<file path="config.mk">
export PLATFORM = sky130hd
export DESIGN_NAME = encoder_tx_sched
export DESIGN_NICKNAME = d
export VERILOG_FILES = /design/src/rtl/encoder_tx_pkg.sv /design/src/rtl/tick_gen.sv /design/src/rtl/encoder_tx_sched.sv
export SDC_FILE = /design/constraint.sdc
export NUM_CORES = 1
export LEC_CHECK = 0
export BUFFER_PORTS_ARGS = -buffer_cell sky130_fd_sc_hd__buf_2
export CAP_MARGIN = 20
export CORE_UTILIZATION = 55
export DETAILED_ROUTE_END_ITERATION = 16
export PLACE_DENSITY = 0.77
export SETUP_SLACK_MARGIN = 0.15
export SYNTH_ARGS = -nofsm -noshare
export SYNTH_HDL_FRONTEND = slang
export SYNTH_SLANG_ARGS = --single-unit
</file>
<file path="constraint.sdc">
create_clock -name clk -period 3.7 [get_ports clk]
set_input_delay 0.555 -clock clk [delete_from_list [all_inputs] [get_ports clk]]
set_output_delay 0.555 -clock clk [all_outputs]
set_load 0.005 [all_outputs]
</file>
<file path="src/rtl/encoder_tx_pkg.sv">
// Shared definitions for the encoder frame scheduler: FSM state encoding,
// frame geometry, default header byte and the frame byte selector.
package encoder_tx_pkg;

  localparam int unsigned FRAME_LEN      = 4;
  localparam int unsigned IDX_W          = 2;
  localparam int unsigned WAIT_W         = 2;
  localparam int unsigned BUSY_TIMEOUT   = 3;
  localparam logic [7:0]  HEADER_DEFAULT = 8'hA5;

  typedef enum logic [2:0] {
    ST_IDLE    = 3'd0,
    ST_LOAD    = 3'd1,
    ST_START   = 3'd2,
    ST_WAIT_HI = 3'd3,
    ST_WAIT_LO = 3'd4
  } state_e;

  // Values captured at LOAD and carried through the whole frame.
  typedef struct packed {
    logic [7:0] count;
    logic       chg;
    logic       button;
  } snap_t;

  // Byte idx of a frame: header, count, flags, additive checksum.
  function automatic logic [7:0] frame_byte(input logic [7:0]       hdr,
                                            input snap_t            snap,
                                            input logic [IDX_W-1:0] idx);
    logic [7:0] flags;
    flags = {6'b0, snap.chg, snap.button};
    case (idx)
      2'd0:    frame_byte = hdr;
      2'd1:    frame_byte = snap.count;
      2'd2:    frame_byte = flags;
      default: frame_byte = 8'(hdr + snap.count + flags);
    endcase
  endfunction

endpackage

</file>
<file path="src/rtl/tick_gen.sv">
// Periodic tick generator.
// Ports: i_clk, i_reset (sync, active-high), o_tick (one-cycle pulse each
// time the free-running 0..PERIOD-1 counter wraps to 0).
module tick_gen #(
  parameter int unsigned PERIOD = 8
) (
  input  logic i_clk,
  input  logic i_reset,
  output logic o_tick
);

  localparam int unsigned CNT_W = (PERIOD > 1) ? $clog2(PERIOD) : 1;

  logic [CNT_W-1:0] r_cnt;
  logic             r_tick;

  // Free-running counter; tick is registered so it lines up with the wrap.
  always_ff @(posedge i_clk) begin
    if (i_reset) begin
      r_cnt  <= '0;
      r_tick <= 1'b0;
    end else if (r_cnt == CNT_W'(PERIOD - 1)) begin
      r_cnt  <= '0;
      r_tick <= 1'b1;
    end else begin
      r_cnt  <= r_cnt + 1'b1;
      r_tick <= 1'b0;
    end
  end

  assign o_tick = r_tick;

endmodule

</file>
<file path="src/rtl/encoder_tx_sched.sv">
// Encoder report scheduler: builds 4-byte frames (header, count, flags,
// checksum) and feeds them byte by byte to a UART transmitter.
// Frames are triggered by a periodic tick, a manual request rising edge and,
// when ENC_TX_ON_CHANGE_EN is defined, by the count differing from the last
// reported value. Triggers coalesce into a single pending frame.
// Ports:
//   clk, reset      single clock, synchronous active-high reset
//   count_i         live encoder count
//   button_i        push-button level
//   send_req        manual request level (rising edge triggers)
//   tx_busy         transmitter busy flag
//   tx_start        one-cycle byte start strobe (decoded from state/tx_busy)
//   tx_data         byte to send, valid with tx_start
//   frame_active    high from LOAD until the last byte completes
//   frames_sent     completed frame counter (wraps)
// Configuration macro: ENC_TX_ON_CHANGE_EN (on-change reporting).
// PERIOD = CLK_HZ/REPORT_HZ must be at least 8.
module encoder_tx_sched
  import encoder_tx_pkg::*;
#(
  parameter int unsigned CLK_HZ    = 50000000,
  parameter int unsigned REPORT_HZ = 20,
  parameter logic [7:0]  HEADER    = HEADER_DEFAULT
) (
  input  logic       clk,
  input  logic       reset,
  input  logic [7:0] count_i,
  input  logic       button_i,
  input  logic       send_req,
  input  logic       tx_busy,
  output logic       tx_start,
  output logic [7:0] tx_data,
  output logic       frame_active,
  output logic [7:0] frames_sent
);

  localparam int unsigned PERIOD   = CLK_HZ / REPORT_HZ;
  localparam logic [IDX_W-1:0]  LAST_IDX = IDX_W'(FRAME_LEN - 1);
  localparam logic [WAIT_W-1:0] WAIT_MAX = WAIT_W'(BUSY_TIMEOUT - 1);

  state_e            r_state;
  state_e            w_next_state;
  logic              w_tx_start;
  logic              w_tick;
  logic              w_req_rise;
  logic              w_change;
  logic              w_trigger;

  logic              r_req_d;
  logic              r_pending;
  snap_t             r_snap;
  logic [IDX_W-1:0]  r_idx;
  logic [WAIT_W-1:0] r_wait_cnt;
  logic [7:0]        r_last_count;
  logic              r_sent_any;
  logic [7:0]        r_frames_sent;
  logic              r_frame_active;
  logic [7:0]        r_tx_data;

  tick_gen #(
    .PERIOD (PERIOD)
  ) u_tick_gen (
    .i_clk   (clk),
    .i_reset (reset),
    .o_tick  (w_tick)
  );

  assign w_req_rise = send_req & ~r_req_d;

`ifdef ENC_TX_ON_CHANGE_EN
  // Report a moved count only while no frame is being built or sent.
  assign w_change = (count_i != r_last_count) & ~r_frame_active;
`else
  assign w_change = 1'b0;
`endif

  assign w_trigger = w_tick | w_req_rise | w_change;

  // State register.
  always_ff @(posedge clk) begin
    if (reset) begin
      r_state <= ST_IDLE;
    end else begin
      r_state <= w_next_state;
    end
  end

  // Next-state logic.
  always_comb begin
    w_next_state = r_state;
    case (r_state)
      ST_IDLE:    if (r_pending) w_next_state = ST_LOAD;
      ST_LOAD:    w_next_state = ST_START;
      ST_START:   if (!tx_busy) w_next_state = ST_WAIT_HI;
      // A transmitter that never shows busy is treated as having taken the byte.
      ST_WAIT_HI: if (tx_busy || (r_wait_cnt == WAIT_MAX)) w_next_state = ST_WAIT_LO;
      ST_WAIT_LO: begin
        if (!tx_busy) begin
          w_next_state = (r_idx == LAST_IDX) ? ST_IDLE : ST_START;
        end
      end
      default:    w_next_state = ST_IDLE;
    endcase
  end

  // Output decode: the strobe fires in the START cycle the transmitter is free.
  always_comb begin
    w_tx_start = 1'b0;
    if ((r_state == ST_START) && !tx_busy) begin
      w_tx_start = 1'b1;
    end
  end

  // Trigger capture, frame snapshot, byte sequencing and completion bookkeeping.
  always_ff @(posedge clk) begin
    if (reset) begin
      r_req_d        <= 1'b0;
      r_pending      <= 1'b0;
      r_snap         <= '0;
      r_idx          <= '0;
      r_wait_cnt     <= '0;
      r_last_count   <= '0;
      r_sent_any     <= 1'b0;
      r_frames_sent  <= '0;
      r_frame_active <= 1'b0;
      r_tx_data      <= '0;
    end else begin
      r_req_d        <= send_req;
      r_frame_active <= (w_next_state != ST_IDLE);

      // A trigger in the LOAD cycle wins over the clear and yields another frame.
      if (w_trigger) begin
        r_pending <= 1'b1;
      end else if (r_state == ST_LOAD) begin
        r_pending <= 1'b0;
      end

      case (r_state)
        ST_LOAD: begin
          r_snap.count  <= count_i;
          r_snap.button <= button_i;
          r_snap.chg    <= r_sent_any & (count_i != r_last_count);
          r_idx         <= '0;
          r_tx_data     <= HEADER;
        end
        ST_START: begin
          r_wait_cnt <= '0;
        end
        ST_WAIT_HI: begin
          if (!tx_busy) begin
            r_wait_cnt <= r_wait_cnt + 1'b1;
          end
        end
        ST_WAIT_LO: begin
          if (!tx_busy) begin
            if (r_idx != LAST_IDX) begin
              r_idx     <= r_idx + 1'b1;
              r_tx_data <= frame_byte(HEADER, r_snap, IDX_W'(r_idx + 1'b1));
            end else begin
              r_frames_sent <= r_frames_sent + 1'b1;
              r_last_count  <= r_snap.count;
              r_sent_any    <= 1'b1;
            end
          end
        end
        default: ;
      endcase
    end
  end

  assign tx_start     = w_tx_start;
  assign tx_data      = r_tx_data;
  assign frame_active = r_frame_active;
  assign frames_sent  = r_frames_sent;

endmodule

</file>
==> run metrics <==
outcome=complete, no violations; DIE WIDTH=79.1 um; CP Max Fanout=19; Tot Pwr=1470 uW; hold crit path type=in -> reg; crit path capture type=flip-flop; Hold Crit Start=button_i; Syn Std Cell Area=0.00327 mm^2; fin. max-slew vios=0; count of input and output buffers=30; routability cong.=0.839; logic gate share of total power=0.061; Buf/Inv on CP=0; CTS Buffer Depth=2; Post-Syn Nets=411; Worst Tran Pin Value=1070 ps; initial antenna violation count=0; Worst Setup SP=u_tick_gen.r_cnt[17]; setup TNS=0 ps; vias=2,786; worst skew pair latency=340 ps; DR pass1 iterations=4; Seq/Total Area, Yosys=0.416; crit path cell chain=nand2_1 -> or4_4 -> o41ai_4 -> nor2_1; fmax=0.439 GHz; Die H=79.1 um; flop-to-flop setup slack=1420 ps; relative slew slack=0.286; Reg power frac=0.522; Power Internal=1110 uW; Iter 0 DRT Violations=103; DRT antenna net count=0; delay-heaviest family, CP=compound AO/OA/AOI/OAI gates; hold-fix buffers at CTS=0; CTS Sinks=68; Core ar.=0.00561 mm^2; top-area cell type share of the netlist area=0.416; Finish-stage setup viols=0; Switch Pwr=356 uW; site row count=27; Worst EP required=3890 ps; leakage=0.00128 uW; Via density=5.71; Post-CTS Setup Bufs=0; Cells after Synth=387; Layout area overhead=11.4%; share of total power in the clock network=0.417; CTS tree=done; DR DRC count=0; min Tclk post-route=2280 ps; Max Cap Violations=0; cell taking the most area after synthesis=dfxtp_1; CP max stage delay=1000 ps; final worst clock skew=8.74 ps; Unique masters post-synth=52; Top FF cell, synth=dfxtp_1; slowest stage cell, crit path=o41ai_4; Initial Util=0.583; Worst setup SP type=flip-flop; largest net degree at the start of global routing=46; synth warn=0; global-route wire length before repair=11.6 mm; Die ar.=0.00626 mm^2; Post-DP Area=0.00344 mm^2; WHS=456 ps; GR Util All Layers=0.238; Fin. Hold Viols=0; H-tree level count=3; pwr/cell area=403 mW/mm^2; Synth Register Bits=68; post-route cell area=0.00364 mm^2; gr ovfl total=0; unrepaired setup endpoints after global routing=no; Synth area leaders=dfxtp_1 42%, a21oi_1 5.5%, nand2_1 5.4%, xnor2_1 4.3%, nor2_1 4.1%; fraction of registers with async set/reset=0; vias in the first global route=2,501; Crit Path Class=reg -> reg; post-CTS sizing=0; VDD IR-drop max=303 uV; Detailed Route WL=6.81 mm; critical path arrival=2460 ps; Core Util, Final=0.650; # diodes=0; clock root cell=clkbuf_8; Switching Fraction=0.242; final net count=435; layout cells sized above 1=0.137; Synth Area per Inst=8.45 um^2; FF-to-FF Start=u_tick_gen.r_cnt[17]; Final period util=0.615; Worst-path clk slew=70 ps; number of buffers created by CTS=9; io pins=31; HPWL Detailed=4.77 mm; number of synthesized flops with an enable pin=0; drt wl/cell=13.9 um
==> cell families (layout without fill, tap and decap cells) <==
kind of cell             count (synthesis)  count (layout)  synth area share
AO/OA/AOI/OAI                           77              77             0.153
XOR/XNOR                                26              26            0.0696
adder cells (fa/ha/maj)                 11              11            0.0444
buffers and inverters                   32              61            0.0394
flip-flops                              68              68             0.416
multiplexers                             2               2           0.00612
AND/OR/NAND/NOR                        171             171             0.272
==> cell usage in the layout, fill, tap and decap left out, types with 7 or more instances in the layout <==
cell type	n
nand2_1	47
buf_2	30
o21ai_0	11
nand2b_1	7
clkbuf_8	10
dfxtp_1	68
xnor2_1	16
or3_1	9
a21oi_1	36
nor2_1	36
nor3_1	8
nand3_1	18
nand4_1	10
ha_1	10
nor2b_1	10
inv_1	14
xor2_1	10
==> registers in the layout (all words and copies together) (netlist names) <==
name               flops
u_tick_gen.r_cnt      22
r_snap                10
frames_sent            8
r_last_count           8
tx_data                8
r_state                3
r_idx                  2
r_wait_cnt             2
frame_active           1
r_pending              1
r_req_d                1
r_sent_any             1
u_tick_gen.o_tick      1
==> power groups by stage <==
| stage | Sequential (uW) | Combinational, uW | Clock [uW] |
|---|---|---|---|
| 2_1_floorplan | 777 | 64.4 | 0 |
| 3_3_place_gp | 783 | 85.9 | 0 |
| 3_5_place_dp | 783 | 89.1 | 0 |
| 4_1_cts | 766 | 89.6 | 617 |
| 5_1_grt | 770 | 99.9 | 652 |
| 6_report | 767 | 89.7 | 611 |
==> metal layers <==
layer  GRT usage  vias to the layer above  part of all wire
met5           0                        -                 0
met4       0.125                        0             0.020
met3      0.0402                       14             0.046
met2       0.372                       62              0.46
met1       0.313                     1297              0.47
li1            -                     1413                 -
==> path summary, 6_finish.rpt <==
check,end,cells after the start
worst max-delay path,u_tick_gen.r_cnt[6],4
worst min register to register,r_last_count[1],2
worst min-delay path,r_snap[0],3
worst max register to register,u_tick_gen.r_cnt[6],4
==> per-stage QoR <==
stage	worst slack, ps	instances
6_report	1420	488
5_1_grt	1240	488
4_1_cts	1420	488
3_5_place_dp	1440	472
3_3_place_gp	1520	472
2_1_floorplan	1770	387
==> layout make-up <==
| class | instances | area [um^2] |
|---|---|---|
| Fill cell | 481 | 1960 |
| Inverter | 14 | 52.6 |
| Clock buffer | 10 | 138 |
| Tap cell | 72 | 90.1 |
| Clock inverter | 6 | 63.8 |
| Multi-Input combinational cell | 287 | 1780 |
| Timing Repair Buffer | 31 | 158 |
| Sequential cell | 68 | 1360 |
==> Yosys cell counts (2+ instances only) <==
library cell,number
dfxtp_1,68
nand2_1,47
a21oi_1,36
nor2_1,36
nand3_1,18
clkbuf_1,16
xnor2_1,16
inv_1,14
o21ai_0,11
ha_1,10
nand4_1,10
nor2b_1,10
xor2_1,10
or3_1,9
nor3_1,8
nand2b_1,7
and3_1,4
nor4b_1,4
o211ai_1,4
or4_1,4
a221oi_1,3
a31oi_1,3
and4_1,3
nor4_1,3
a211oi_1,2
a32oi_1,2
mux2i_1,2
nand3b_1,2
or4_4,2
==> worst reg2reg max path, stage by stage (launching register included) <==
cell	delay [ps]
dfxtp_1	380
nand2_1	110
or4_4	510
o41ai_4	1000
nor2_1	120
No activity file was read; power rests on OpenSTA's default activity.
